==> config.mk <==
export PLATFORM = sky130hd
export DESIGN_NAME = fft_mode_ctrl
export DESIGN_NICKNAME = d
export VERILOG_FILES = /design/src/rtl/fft_mode_ctrl.sv
export SDC_FILE = /design/constraint.sdc
export NUM_CORES = 1
export LEC_CHECK = 0
export ABC_AREA = 1
export BUFFER_PORTS_ARGS = -buffer_cell sky130_fd_sc_hd__buf_4
export CAP_MARGIN = 15
export CORE_MARGIN = 10
export CORE_UTILIZATION = 35
export CTS_BUF_LIST = sky130_fd_sc_hd__clkbuf_8
export CTS_CLUSTER_DIAMETER = 40
export DETAILED_ROUTE_END_ITERATION = 12
export GPL_ROUTABILITY_DRIVEN = 0
export GPL_TIMING_DRIVEN = 0
export PLACE_DENSITY = 0.67
export REMOVE_ABC_BUFFERS = 1
export SETUP_SLACK_MARGIN = 0.1
export SLEW_MARGIN = 40
export SYNTH_ARGS = -nofsm -noshare
export SYNTH_HDL_FRONTEND = slang
export SYNTH_SLANG_ARGS = --single-unit
export TNS_END_PERCENT = 20
==> constraint.sdc <==
create_clock -name clk_sys -period 3.6 [get_ports clk_sys]
set_clock_uncertainty 0.05 [all_clocks]
set_input_delay 0.36 -clock clk_sys [delete_from_list [all_inputs] [get_ports clk_sys]]
set_output_delay 0.36 -clock clk_sys [all_outputs]
set_load 0.005 [all_outputs]
==> src/rtl/fft_mode_ctrl.sv <==
// FFT/iFFT mode controller around a Radix2^2 core: iFFT by conjugating input and output,
// per-block mode tags carried in a FIFO, optional 1/N scaling, saturating negate/resize.
module fft_mode_ctrl #(
   parameter int IN_W       = 16,
   parameter int CORE_OUT_W = 16,
   parameter int OUT_W      = 16,
   parameter int TAG_DEPTH  = 4
) (
   input  logic                         clk_sys,
   input  logic                         rst_sys_n,
   input  logic                         block_sync_i,
   input  logic                         data_val_i,
   input  logic signed [IN_W-1:0]       data_real_i,
   input  logic signed [IN_W-1:0]       data_imag_i,
   input  logic        [3:0]            ldn_rg_i,
   input  logic                         inv_en_i,
   input  logic                         scale_en_i,
   input  logic                         clr_err_i,
   output logic                         core_block_sync_o,
   output logic                         core_data_val_o,
   output logic signed [IN_W-1:0]       core_real_o,
   output logic signed [IN_W-1:0]       core_imag_o,
   output logic        [3:0]            core_ldn_o,
   input  logic                         core_block_sync_i,
   input  logic                         core_data_val_i,
   input  logic signed [CORE_OUT_W-1:0] core_real_i,
   input  logic signed [CORE_OUT_W-1:0] core_imag_i,
   output logic                         block_sync_o,
   output logic                         data_val_o,
   output logic signed [OUT_W-1:0]      data_real_o,
   output logic signed [OUT_W-1:0]      data_imag_o,
   output logic                         inv_flag_o,
   output logic                         ovf_o,
   output logic                         tag_err_o
);

   localparam int PW = (TAG_DEPTH > 1) ? $clog2(TAG_DEPTH) : 1;
   localparam int W1 = CORE_OUT_W + 1;
   localparam logic signed [IN_W-1:0] IN_MAX  = {1'b0, {(IN_W-1){1'b1}}};
   localparam logic signed [IN_W-1:0] IN_MIN  = {1'b1, {(IN_W-1){1'b0}}};
   localparam logic signed [W1-1:0]   OUT_MAX = W1'(2**(OUT_W-1) - 1);
   localparam logic signed [W1-1:0]   OUT_MIN = W1'(-(2**(OUT_W-1)));

   typedef struct packed {
      logic       inv;
      logic       scale;
      logic [3:0] ldn;
   } tag_t;

   function automatic logic [OUT_W:0] sat_out(input logic signed [W1-1:0] v);
      if (v > OUT_MAX)      return {1'b1, OUT_MAX[OUT_W-1:0]};
      else if (v < OUT_MIN) return {1'b1, OUT_MIN[OUT_W-1:0]};
      else                  return {1'b0, v[OUT_W-1:0]};
   endfunction

   // ---------------- input stage ----------------
   tag_t                   lat_tag, in_tag;
   logic                   in_start, neg_min;
   logic signed [IN_W-1:0] in_imag;

   always_comb begin
      in_start = block_sync_i & data_val_i;
      in_tag   = in_start ? tag_t'{inv_en_i, scale_en_i, ldn_rg_i} : lat_tag;
      neg_min  = (data_imag_i == IN_MIN);
      if (!in_tag.inv)  in_imag = data_imag_i;
      else if (neg_min) in_imag = IN_MAX;
      else              in_imag = -data_imag_i;
   end

   always_ff @(posedge clk_sys or negedge rst_sys_n) begin
      if (!rst_sys_n) begin
         lat_tag           <= '0;
         core_block_sync_o <= 1'b0;
         core_data_val_o   <= 1'b0;
         core_real_o       <= '0;
         core_imag_o       <= '0;
      end else begin
         core_data_val_o   <= data_val_i;
         core_block_sync_o <= in_start;
         if (in_start) lat_tag <= in_tag;
         if (data_val_i) begin
            core_real_o <= data_real_i;
            core_imag_o <= in_imag;
         end
      end
   end

   assign core_ldn_o = lat_tag.ldn;

   // ---------------- tag FIFO ----------------
   tag_t          mem [TAG_DEPTH];
   logic [PW-1:0] wr_ptr, rd_ptr;
   logic [PW:0]   cnt;
   logic          pop, full, empty, do_push, do_pop, fifo_err;

   always_comb begin
      pop      = core_block_sync_i & core_data_val_i;
      full     = (cnt == (PW+1)'(TAG_DEPTH));
      empty    = (cnt == '0);
      do_push  = in_start & (~full | pop);
      do_pop   = pop & ~empty;
      fifo_err = (in_start & full & ~pop) | (pop & empty);
   end

   always_ff @(posedge clk_sys) begin
      if (do_push) mem[wr_ptr] <= in_tag;
   end

   always_ff @(posedge clk_sys or negedge rst_sys_n) begin
      if (!rst_sys_n) begin
         wr_ptr <= '0;
         rd_ptr <= '0;
         cnt    <= '0;
      end else begin
         if (do_push) wr_ptr <= wr_ptr + PW'(1);
         if (do_pop)  rd_ptr <= rd_ptr + PW'(1);
         case ({do_push, do_pop})
            2'b10:   cnt <= cnt + (PW+1)'(1);
            2'b01:   cnt <= cnt - (PW+1)'(1);
            default: cnt <= cnt;
         endcase
      end
   end

   // ---------------- output stage ----------------
   tag_t                  out_tag, cur_tag;
   logic                  do_scale, sat_re, sat_im;
   logic signed [W1-1:0]  re_x, im_x, rnd, re_s, im_s;
   logic [OUT_W-1:0]      re_o, im_o;

   always_comb begin
      // an empty-FIFO pop falls back to plain FFT, no scaling
      cur_tag  = pop ? (empty ? tag_t'('0) : mem[rd_ptr]) : out_tag;
      re_x     = W1'(core_real_i);
      im_x     = cur_tag.inv ? -W1'(core_imag_i) : W1'(core_imag_i);
      do_scale = cur_tag.inv & cur_tag.scale & (cur_tag.ldn != 4'd0);
      rnd      = do_scale ? (W1'(1) <<< (cur_tag.ldn - 4'd1)) : '0;
      re_s     = do_scale ? ((re_x + rnd) >>> cur_tag.ldn) : re_x;
      im_s     = do_scale ? ((im_x + rnd) >>> cur_tag.ldn) : im_x;
      {sat_re, re_o} = sat_out(re_s);
      {sat_im, im_o} = sat_out(im_s);
   end

   always_ff @(posedge clk_sys or negedge rst_sys_n) begin
      if (!rst_sys_n) begin
         out_tag      <= '0;
         block_sync_o <= 1'b0;
         data_val_o   <= 1'b0;
         data_real_o  <= '0;
         data_imag_o  <= '0;
         inv_flag_o   <= 1'b0;
         ovf_o        <= 1'b0;
         tag_err_o    <= 1'b0;
      end else begin
         block_sync_o <= core_block_sync_i;
         data_val_o   <= core_data_val_i;
         if (core_data_val_i) begin
            out_tag     <= cur_tag;
            data_real_o <= re_o;
            data_imag_o <= im_o;
            inv_flag_o  <= cur_tag.inv;
         end
         ovf_o     <= (data_val_i & in_tag.inv & neg_min) |
                      (core_data_val_i & (sat_re | sat_im)) | (ovf_o & ~clr_err_i);
         tag_err_o <= fifo_err | (tag_err_o & ~clr_err_i);
      end
   end

endmodule

Word-level counts from Yosys, hierarchy flattened
Memories as Yosys holds them, arrays and structs flattened.
Cells that the tools add are included.

word-level totals
  register bits = 89
  RAM bits = 24
  input bits = 77
  word-level logic and storage cells = 83
  memories kept = 1

memory list
  name  depth  width  rd ports  clocked after Yosys merged registers in  wr ports  line  source
  mem   4      6      1         0                                        1         91    tag_t mem [TAG_DEPTH];

operators by class
  add/sub/neg operators = 9
  $lt $le $gt $ge = 4
  eq/ne operators = 4
  shift operators = 3
  mux-type cells = 16
  bitwise logic cells = 24
  reduce and logical (&&, ||, !) cells = 3

operators by type and width
  kind                   number
  $mux 17                8
  $gt 17x16->1 const B   2
  $lt 17x16->1 const B   2
  $sshr 17x4->17         2
  $mux 16                2
  $mux 6                 3
  $add 16x17->17         1
  $add 17x17->17         1
  $neg 16->17            1
  $sshl 1x4->17 const A  1
  $eq 16x16->1 const B   1
  $neg 16->16            1
  $and 1x1->1            14
  $or 1x1->1             6
  $pmux 3 s2             1
  $add 2x1->2 const B    2
  $not 1->1              4
  $reduce_bool 4->1      1
  $sub 4x1->4 const B    1
  $add 3x1->3 const B    1
  $eq 3x3->1 const B     1
  $logic_not 3->1        1
  $sub 3x1->3 const B    1
  $eq 2x1->1 const B     1
  other kinds (3)        4

Depth between registers and ports, before layout
Gate-level depths: netlist of run 1.

  word-level depth = 16
  depth in mapped cells = 35
  gate-level depth less buffers = 32

Least setup slack after synthesis of run 1
No wires, ideal clock.

  path type = input to register
  from = input core_data_val_i
  to = register data_imag_o[14]
  setup time = 0.074 ns
  arrival = 3.827 ns
  required time = 3.476 ns
  path slack = -0.350 ns
  cell stages on the path = 34
  path buffers = 5
  cell sequence = buf_4 nand2_4 a21oi_4 buf_6 nand2_1 nand2_2 nor2_2 nand2_1 nand2_2 buf_6 clkbuf_1 clkbuf_1 a211oi_1 ha_1 ha_1 inv_1 nand2_1 inv_1 o21bai_4 nand2_2 nand2_2 nand2_2 nand2_2 nand2_2 nand2_4 nand2_4 nand2_1 nand2_1 nand2_1 nand2_1 nand2_1 nand2_1 nand2_1 a21oi_2

between the ends
  word-level cells in the longest chain between the ends = 11
  elaborated cells on any way between the ends = 16
  those cells by class = add/sub: 2; order compare: 2; shift: 2; mux: 6; bitwise: 3; reduce/logical: 1

RTL lines
  what                                          line      source
  start, declared                               25        input logic core_data_val_i,
  $and 1x1->1                                   97        pop = core_block_sync_i & core_data_val_i;
  $mux 6                                        133       cur_tag = pop ? (empty ? tag_t'('0) : mem[rd_ptr]) : out_tag;
  $sub 4x1->4 (tied with other cells)           137       rnd = do_scale ? (W1'(1) <<< (cur_tag.ldn - 4'd1)) : '0;
  $sshl 1x4->17 or $and 1x1->1 (tied branches)  137, 136
  $mux 17                                       137
  $add 17x17->17                                139       im_s = do_scale ? ((im_x + rnd) >>> cur_tag.ldn) : im_x;
  $sshr 17x4->17                                139
  $mux 17                                       139
  $lt 17x16->1                                  52        else if (v < OUT_MIN) return {1'b1, OUT_MIN[OUT_W-1:0]};
  $mux 17                                       52
  $mux 17                                       51        if (v > OUT_MAX) return {1'b1, OUT_MAX[OUT_W-1:0]};
  end signal, assigned                          160       data_imag_o <= im_o;
  end, declared                                 31        output logic signed [OUT_W-1:0] data_imag_o,

Parallel ways exist; a longest one is shown, timed or not.
A chain may end at the register's enable or synchronous reset.

Worst setup path in the final report of run 1
  from = register cnt[1]
  to = register data_imag_o[14]

between the ends
  word-level cells in the longest chain between the ends = 12
  elaborated cells on any way between the ends = 17
  those cells by class = add/sub: 2; order compare: 2; shift: 2; mux: 7; bitwise: 2; reduce/logical: 2

RTL lines
  what                                          line      source
  start, declared                               93        logic [PW:0] cnt;
  start signal, assigned                        118       2'b10: cnt <= cnt + (PW+1)'(1);
  start signal, assigned                        119       2'b01: cnt <= cnt - (PW+1)'(1);
  start signal, assigned                        120       default: cnt <= cnt;
  $logic_not 3->1 *                             99        empty = (cnt == '0);
  $mux 6 * (2 in a row)                         133
  $sub 4x1->4 (tied with other cells)           137
  $sshl 1x4->17 or $and 1x1->1 (tied branches)  137, 136
  $mux 17                                       137
  $add 17x17->17                                139
  $sshr 17x4->17                                139
  $mux 17 *                                     139
  $lt 17x16->1                                  52
  $mux 17                                       52
  $mux 17 *                                     51

Mark *: on every way between the ends. The rest lies on a longest branch, timed or not.

==> impl_metrics.ini, run 1 <==
[timing]
portion_of_the_clock_cycle_consumed_by_the_worst_path_in_the_final_layout = 1.09
setup_viol = 31
max-slew-margin-rel = 0.437
worst_pin_slew_ns = 0.844
unrepaired_setup_endpoints_after_global_routing = true
fin_crit_ns = 3.93
hold_violations = 0
achievable-frequency_mhz = 254
finalWorstSetupSlack_ns = -0.334
slew_violations = 0

[yosys]
yosys-top-cells-area = sky130_fd_sc_hd__dfrtp_1 24%, sky130_fd_sc_hd__nand2_1 20%, sky130_fd_sc_hd__nand3_1 12%
synthDominantAreaCellType = sky130_fd_sc_hd__dfrtp_1
number_of_storage_elements_in_the_synthesis_netlist = 113
synth_most_common_cell = sky130_fd_sc_hd__nand2_1
yosysUniqueCellTypes = 50
yosys_warnings = 0
post_synth.cell_area_avg_um2 = 6.47
synthFlopType = sky130_fd_sc_hd__dfrtp_1
yosys_top_cell_area_share = 0.239
post_synth_instance_area_mm2 = 0.00931
netlist_instances = 1439
part_of_the_yosys_area_used_for_sequential_elements = 0.317
synth-edff-count = 24
async_reset_ff_frac = 0.788
synth.top_cells.by_count = 494 x sky130_fd_sc_hd__nand2_1, 229 x sky130_fd_sc_hd__nand3_1, 152 x sky130_fd_sc_hd__inv_1, 94 x sky130_fd_sc_hd__nor2_1, 89 x sky130_fd_sc_hd__dfrtp_1

[floorplanning]
floorplan.die.height_um = 183
row_count = 59
pin_count = 152
die_w_um = 183
start_util = 0.356
area_inside_the_core_boundary_mm2 = 0.0261
dieArea_mm2 = 0.0335

[routing]
drt_initial_violations = 947
total_iterations_of_the_first_detailed_routing_run = 5
ant_nets = 0
via_per_inst = 5.27
drt_wl_total_um = 35400
detailroute.via_count = 10500
drc = 0
wire_per_inst_um = 17.7

[setup_path]
setup.worst_path.end_class = register
timing.critical_path.to = data_imag_o[14]
worst_setup_path_start_kind = register
crit_type = reg -> reg
timing.critical_path.from = cnt[1]
rr_worst_depth = 28
worstPathRequired_ns = 3.85
critPathArrivalTime_ns = 4.18
rr_startpoint = cnt[1]
critical_path.max_stage_delay_ns = 0.42
critical_path.most_common_cell = sky130_fd_sc_hd__nand2_4
worst-path-max-fanout = 15
crit-reg2reg-capture = data_imag_o[14]
crit_path_top_delay_cell = sky130_fd_sc_hd__dfrtp_1
r2r_slack_ns = -0.33

[global_routing]
grt_antenna_before_repair = 1
groute.usage.overall = 0.203
grt-ovfl-total = 0
grt_max_degree = 90
vias_in_the_first_global_route = 10300
global_route_wire_length_before_repair_um = 54300

[placement]
port_buffers = 151
dp_cells = 1871
hpwl_um = 22700
placed_instance_area_mm2 = 0.0106

[layout]
drive_gt1_frac = 0.280
post_layout_nonfiller_instances = 1995
fill_cells = 2533
area_growth_pct = 36.2
post-route-cell-area_mm2 = 0.0127
final_net_count = 1754

[clock_tree]
clkLatencyLatePin_ns = 0.46
cts_tree = done
clkTransAtPathRegs_ns = 0.09
clock_tree.root_cell = sky130_fd_sc_hd__clkbuf_8
total_number_of_clock_tree_sinks = 113
h_tree_depth = 4
cts_inserted_buffers = 17
clk_path_buf_depth = 2

[power_and_ir_drop]
power_per_cell_area_mw_per_mm2 = 728
worst_ir_drop_vdd_uv = 323
p_leak_nw = 6.40

[flow_run]
max_cap_viol_count = 0

[outcome]
outcome = finished, violations left
violations_in_the_final_reports = negative setup slack

[worst_hold_path]
hp-class = in -> reg
[power by group]
| group | switching (mW) | total, mW | leakage, nW | internal, mW |
|---|---|---|---|---|
| clock network | 0.664 | 1.29 | 0.192 | 0.622 |
| registers | 0.191 | 1.81 | 1.26 | 1.62 |
| logic | 3.87 | 6.14 | 4.95 | 2.27 |
| total | 4.72 | 9.23 | 6.40 | 4.51 |
[what timing repair did]
item | CTS | global route
pin swaps | 48 | 47
hold endpoints to repair | 90 | 0
endpoints found under the setup margin | 33 | 37
gates resized for setup | 130 | 68
setup buffers | 59 | 20
cloned | 10 | 0
hold buffers | 2 | 0
[cells by family after synthesis]
kind of cell               count (synthesis)  share of synthesized area
adders and majority gates                 31                     0.0425
DFF                                      113                      0.317
AOI/OAI and AO/OA                        152                     0.0985
buffers and inverters                    214                     0.0943
and+or+nand+nor                          898                      0.420
xor gates and xnor gates                  30                     0.0282
other                                      1                   0.000403
[layout make-up]
cell class / instances / area (um^2) / area share
Antenna cell: 1 / 2.50 / 0.000197
Clock buffer: 17 / 234 / 0.0184
Clock inverter: 15 / 155 / 0.0122
Inverter: 158 / 651 / 0.0513
Multi-Input combinational cell: 1122 / 6390 / 0.504
Sequential cell: 113 / 2950 / 0.233
Tap cell: 335 / 419 / 0.0330
Timing Repair Buffer: 234 / 1890 / 0.149
[per-stage QoR]
stage / power, mW / hold slack [ns] / util / setup TNS (ns) / setup WS, ns
after floorplan: 4.86 / 0.0144 / - / -21.27 / -0.830
after global placement: 6.21 / 0.405 / 0.405 / -82.16 / -2.52
after detailed placement: 6.30 / 0.384 / 0.406 / -68.28 / -2.40
after CTS: 8.72 / 0.0406 / 0.468 / -4.34 / -0.221
after global routing: 9.88 / 0.0522 / 0.485 / -13.55 / -0.518
final: 9.23 / 0.0525 / 0.485 / -6.79 / -0.334
[cell usage in the layout (no fill, tap or decap), types with 8 or more instances in the layout]
| cell type | netlist | routed |
|---|---|---|
| sky130_fd_sc_hd__or2_2 | 8 | 8 |
| sky130_fd_sc_hd__nor2_2 | 8 | 11 |
| sky130_fd_sc_hd__buf_6 | 4 | 11 |
| sky130_fd_sc_hd__edfxtp_1 | 24 | 24 |
| sky130_fd_sc_hd__xor2_1 | 23 | 22 |
| sky130_fd_sc_hd__nand2_4 | 4 | 19 |
| sky130_fd_sc_hd__nand2_2 | 18 | 35 |
| sky130_fd_sc_hd__inv_1 | 152 | 144 |
| sky130_fd_sc_hd__a31oi_1 | 11 | 11 |
| sky130_fd_sc_hd__nand3_2 | 4 | 36 |
| sky130_fd_sc_hd__a21oi_2 | 4 | 21 |
| sky130_fd_sc_hd__buf_4 | 7 | 215 |
| sky130_fd_sc_hd__inv_2 | 5 | 8 |
| sky130_fd_sc_hd__nand3_1 | 229 | 193 |
| sky130_fd_sc_hd__clkbuf_8 | 0 | 17 |
| sky130_fd_sc_hd__ha_1 | 30 | 17 |
| sky130_fd_sc_hd__nor3_1 | 22 | 15 |
| sky130_fd_sc_hd__nand2_1 | 494 | 463 |
| sky130_fd_sc_hd__nor2_1 | 94 | 85 |
| sky130_fd_sc_hd__a21oi_1 | 67 | 50 |
| sky130_fd_sc_hd__ha_4 | 0 | 10 |
| sky130_fd_sc_hd__dfrtp_1 | 89 | 87 |
| sky130_fd_sc_hd__o21ai_0 | 36 | 31 |
[worst min-delay path by stage]
stage	start	end	slack [ns]	depth (start not counted)
6_report	data_real_i[5]	core_real_o[5]	0.05	3
5_1_grt	data_real_i[5]	core_real_o[5]	0.05	3
4_1_cts	data_real_i[5]	core_real_o[5]	0.04	3
3_5_place_dp	rst_sys_n	core_ldn_o[1]	0.38	1
3_3_place_gp	core_real_o[2]	core_real_o[2]	0.41	2
2_1_floorplan	rst_sys_n	block_sync_o	0.01	0
[worst max-delay path, delay by kind of cell (launching register included)]
kind | cells | cell delay, ns
AO/OA/AOI/OAI | 2 | 0.13
adder cells (fa/ha/maj) | 1 | 0.30
buffers and inverters | 2 | 0.26
flip-flops | 1 | 0.42
AND/OR/NAND/NOR | 23 | 2.58
[state kept, by name, indices dropped and copies added, names as in the netlist]
| name | flops |
|---|---|
| core_real_o | 16 |
| tag_err_o | 1 |
| out_tag | 6 |
| data_imag_o | 16 |
| data_val_o | 1 |
| rd_ptr | 2 |
| core_data_val_o | 1 |
| data_real_o | 16 |
| core_imag_o | 16 |
| core_ldn_o | 4 |
| core_block_sync_o | 1 |
| mem | 24 |
| lat_tag | 2 |
| wr_ptr | 2 |
| cnt | 3 |
| ovf_o | 1 |
| block_sync_o | 1 |
[routing by layer]
metal | vias up | track usage | wire length, um
met2 | 508 | 0.317 | 15700
met5 | - | 0 | 0
met3 | 97 | 0.0765 | 4160
met4 | 0 | 0.0856 | 1410
met1 | 4815 | 0.246 | 14200
li1 | 5099 | - | -
No activity file was read; power rests on OpenSTA's default activity.
==> run 2: changes to the inputs <==
--- a/config.mk
+++ b/config.mk
@@ -22,4 +22,4 @@
 export SYNTH_ARGS = -nofsm -noshare
 export SYNTH_HDL_FRONTEND = slang
 export SYNTH_SLANG_ARGS = --single-unit
-export TNS_END_PERCENT = 20
+export TNS_END_PERCENT = 30
==> run 2 against run 1 <==
  * The flow still finishes with violations (negative setup slack)
  * Final area up 0.18%
  * Routed wire length up 0.20%
  * Core utilization increased by 0.086 points
  * Non-clock buffer count rose by 1
  * Setup slack worse by 0.033 ns
==> impl_metrics.ini, run 2 (same netlist as run 1, synthesis figures left out) <==
[power_and_ir_drop]
power.total_mw = 9.26
worst_ir_drop_vdd_uv = 322
comb_power_share = 0.666
power_per_cell_area_mw_per_mm2 = 729
p_switching_mw = 4.74
pwr-share-clk = 0.139
cell_internal_pwr_mw = 4.53
p_sw_frac = 0.511
p_leak_nw = 6.41
power.sequential.fraction = 0.195

[layout]
final_cell_mix = 461 x sky130_fd_sc_hd__nand2_1, 216 x sky130_fd_sc_hd__buf_4, 191 x sky130_fd_sc_hd__nand3_1
multi_input_comb_area_mm2 = 0.00641
post_layout_nonfiller_instances = 1996
final_core_utilization = 0.486
number_of_flip_flops_in_the_largest_register = 24
fill_cells = 2523
final-seq-area_mm2 = 0.00295
layout_commonest_cell = sky130_fd_sc_hd__nand2_1
post-route-cell-area_mm2 = 0.0127
drive_gt1_frac = 0.284
final_net_count = 1755
area_growth_pct = 36.4
registers.top_by_ff_count = mem

[routing]
drt_initial_violations = 946
via_per_inst = 5.29
drt_wl_total_um = 35500
ant_nets = 0
wire_per_inst_um = 17.8
drc = 0
total_iterations_of_the_first_detailed_routing_run = 6
detailroute.via_count = 10600

[global_routing]
grt_antenna_before_repair = 1
groute.usage.overall = 0.203
grt-ovfl-total = 0
global_route_wire_length_before_repair_um = 54300
grt_max_degree = 90
vias_in_the_first_global_route = 10300

[timing]
fin_crit_ns = 3.97
worst_pin_slew_ns = 0.844
unrepaired_setup_endpoints_after_global_routing = true
max-slew-margin-rel = 0.437
finalWorstSetupSlack_ns = -0.368
setup_viol = 31
slew_violations = 0
achievable-frequency_mhz = 252
hold_violations = 0
portion_of_the_clock_cycle_consumed_by_the_worst_path_in_the_final_layout = 1.10
fin_setup_tns_ns = -7.78
timing.hold.ws_ns = 0.0531

[outcome]
outcome = finished, violations left
violations_in_the_final_reports = negative setup slack

[floorplanning]
pin_count = 152
start_util = 0.356
floorplan.die.height_um = 183
area_inside_the_core_boundary_mm2 = 0.0261
row_count = 59
dieArea_mm2 = 0.0335
die_w_um = 183

[clock_tree]
clk_path_buf_depth = 2
cts_inserted_buffers = 17
clock_tree.root_cell = sky130_fd_sc_hd__clkbuf_8
cts_tree = done
total_number_of_clock_tree_sinks = 113
clkLatencyLatePin_ns = 0.46
clkTransAtPathRegs_ns = 0.09
h_tree_depth = 4

[setup_path]
crit_type = reg -> reg
setup.worst_path.end_class = register
crit_path_top_delay_cell = sky130_fd_sc_hd__dfrtp_1
critical_path.max_stage_delay_ns = 0.42
critPathArrivalTime_ns = 4.22
worstPathRequired_ns = 3.85
worst_setup_path_start_kind = register
worst-path-max-fanout = 31

[placement]
place_ws_ns = -2.40
placed_instance_area_mm2 = 0.0106
dp_cells = 1871
port_buffers = 151
hpwl_um = 22700

[flow_run]
max_cap_viol_count = 0

[worst_hold_path]
hp-class = in -> reg
## run 2: changes by cell type in the layout (fill, tap and decap cells not counted), moves of 2 or more
cell / previous run / this run
sky130_fd_sc_hd__nand2_1: 463 / 461
sky130_fd_sc_hd__nand2_2: 35 / 37
sky130_fd_sc_hd__nand3_1: 193 / 191
sky130_fd_sc_hd__nand3_2: 36 / 38
## run 2: power by group through the flow
stage | clock network (mW) | logic (mW) | registers [mW]
5_1_grt | 1.35 | 6.71 | 1.85
6_report | 1.29 | 6.17 | 1.81
3_5_place_dp | 0 | 4.47 | 1.83
3_3_place_gp | 0 | 4.39 | 1.82
4_1_cts | 1.30 | 5.61 | 1.81
2_1_floorplan | 0 | 3.04 | 1.82
## run 2: worst paths after layout
path,startpoint,endpoint,slack (ns),cells after the start
max in group asynchronous,rst_sys_n,data_real_o[7],2.53,2
max reg2reg,cnt[1],data_imag_o[14],-0.37,29
min,data_real_i[5],core_real_o[5],0.05,3
min in group asynchronous,rst_sys_n,core_ldn_o[1],0.42,2
max,cnt[1],data_imag_o[14],-0.37,29
min reg2reg,core_real_o[8],core_real_o[8],0.43,2
## run 2: what timing repair did
action / CTS / global route
hold buffers: 2 / 0
pin swaps: 48 / 56
setup buffers: 59 / 21
cloned: 10 / 0
hold endpoints to repair: 90 / 0
gates resized for setup: 130 / 75
setup endpoints to repair: 33 / 37
## run 2: cell type report
type | instances | share of cell area
Antenna cell | 1 | 0.000197
Clock buffer | 17 | 0.0184
Sequential cell | 113 | 0.232
Inverter | 158 | 0.0504
Timing Repair Buffer | 235 | 0.149
Multi-Input combinational cell | 1122 | 0.505
Clock inverter | 15 | 0.0122
Tap cell | 335 | 0.0330
## run 2: per-layer routing
layer  GRT usage  vias to the layer above  wire [um]
met4      0.0856                        0       1310
met3      0.0765                       89       4080
met5           0                        -          0
met2       0.317                      498      15700
met1       0.246                     4863      14400
li1            -                     5102          -
## run 2: critical path, delay by kind of cell, from the launching register on
family,cells,cell delay [ns]
flops,1,0.42
fa+ha+maj,1,0.19
compound gates,2,0.13
simple gates,21,2.28
buf+inv,5,0.71
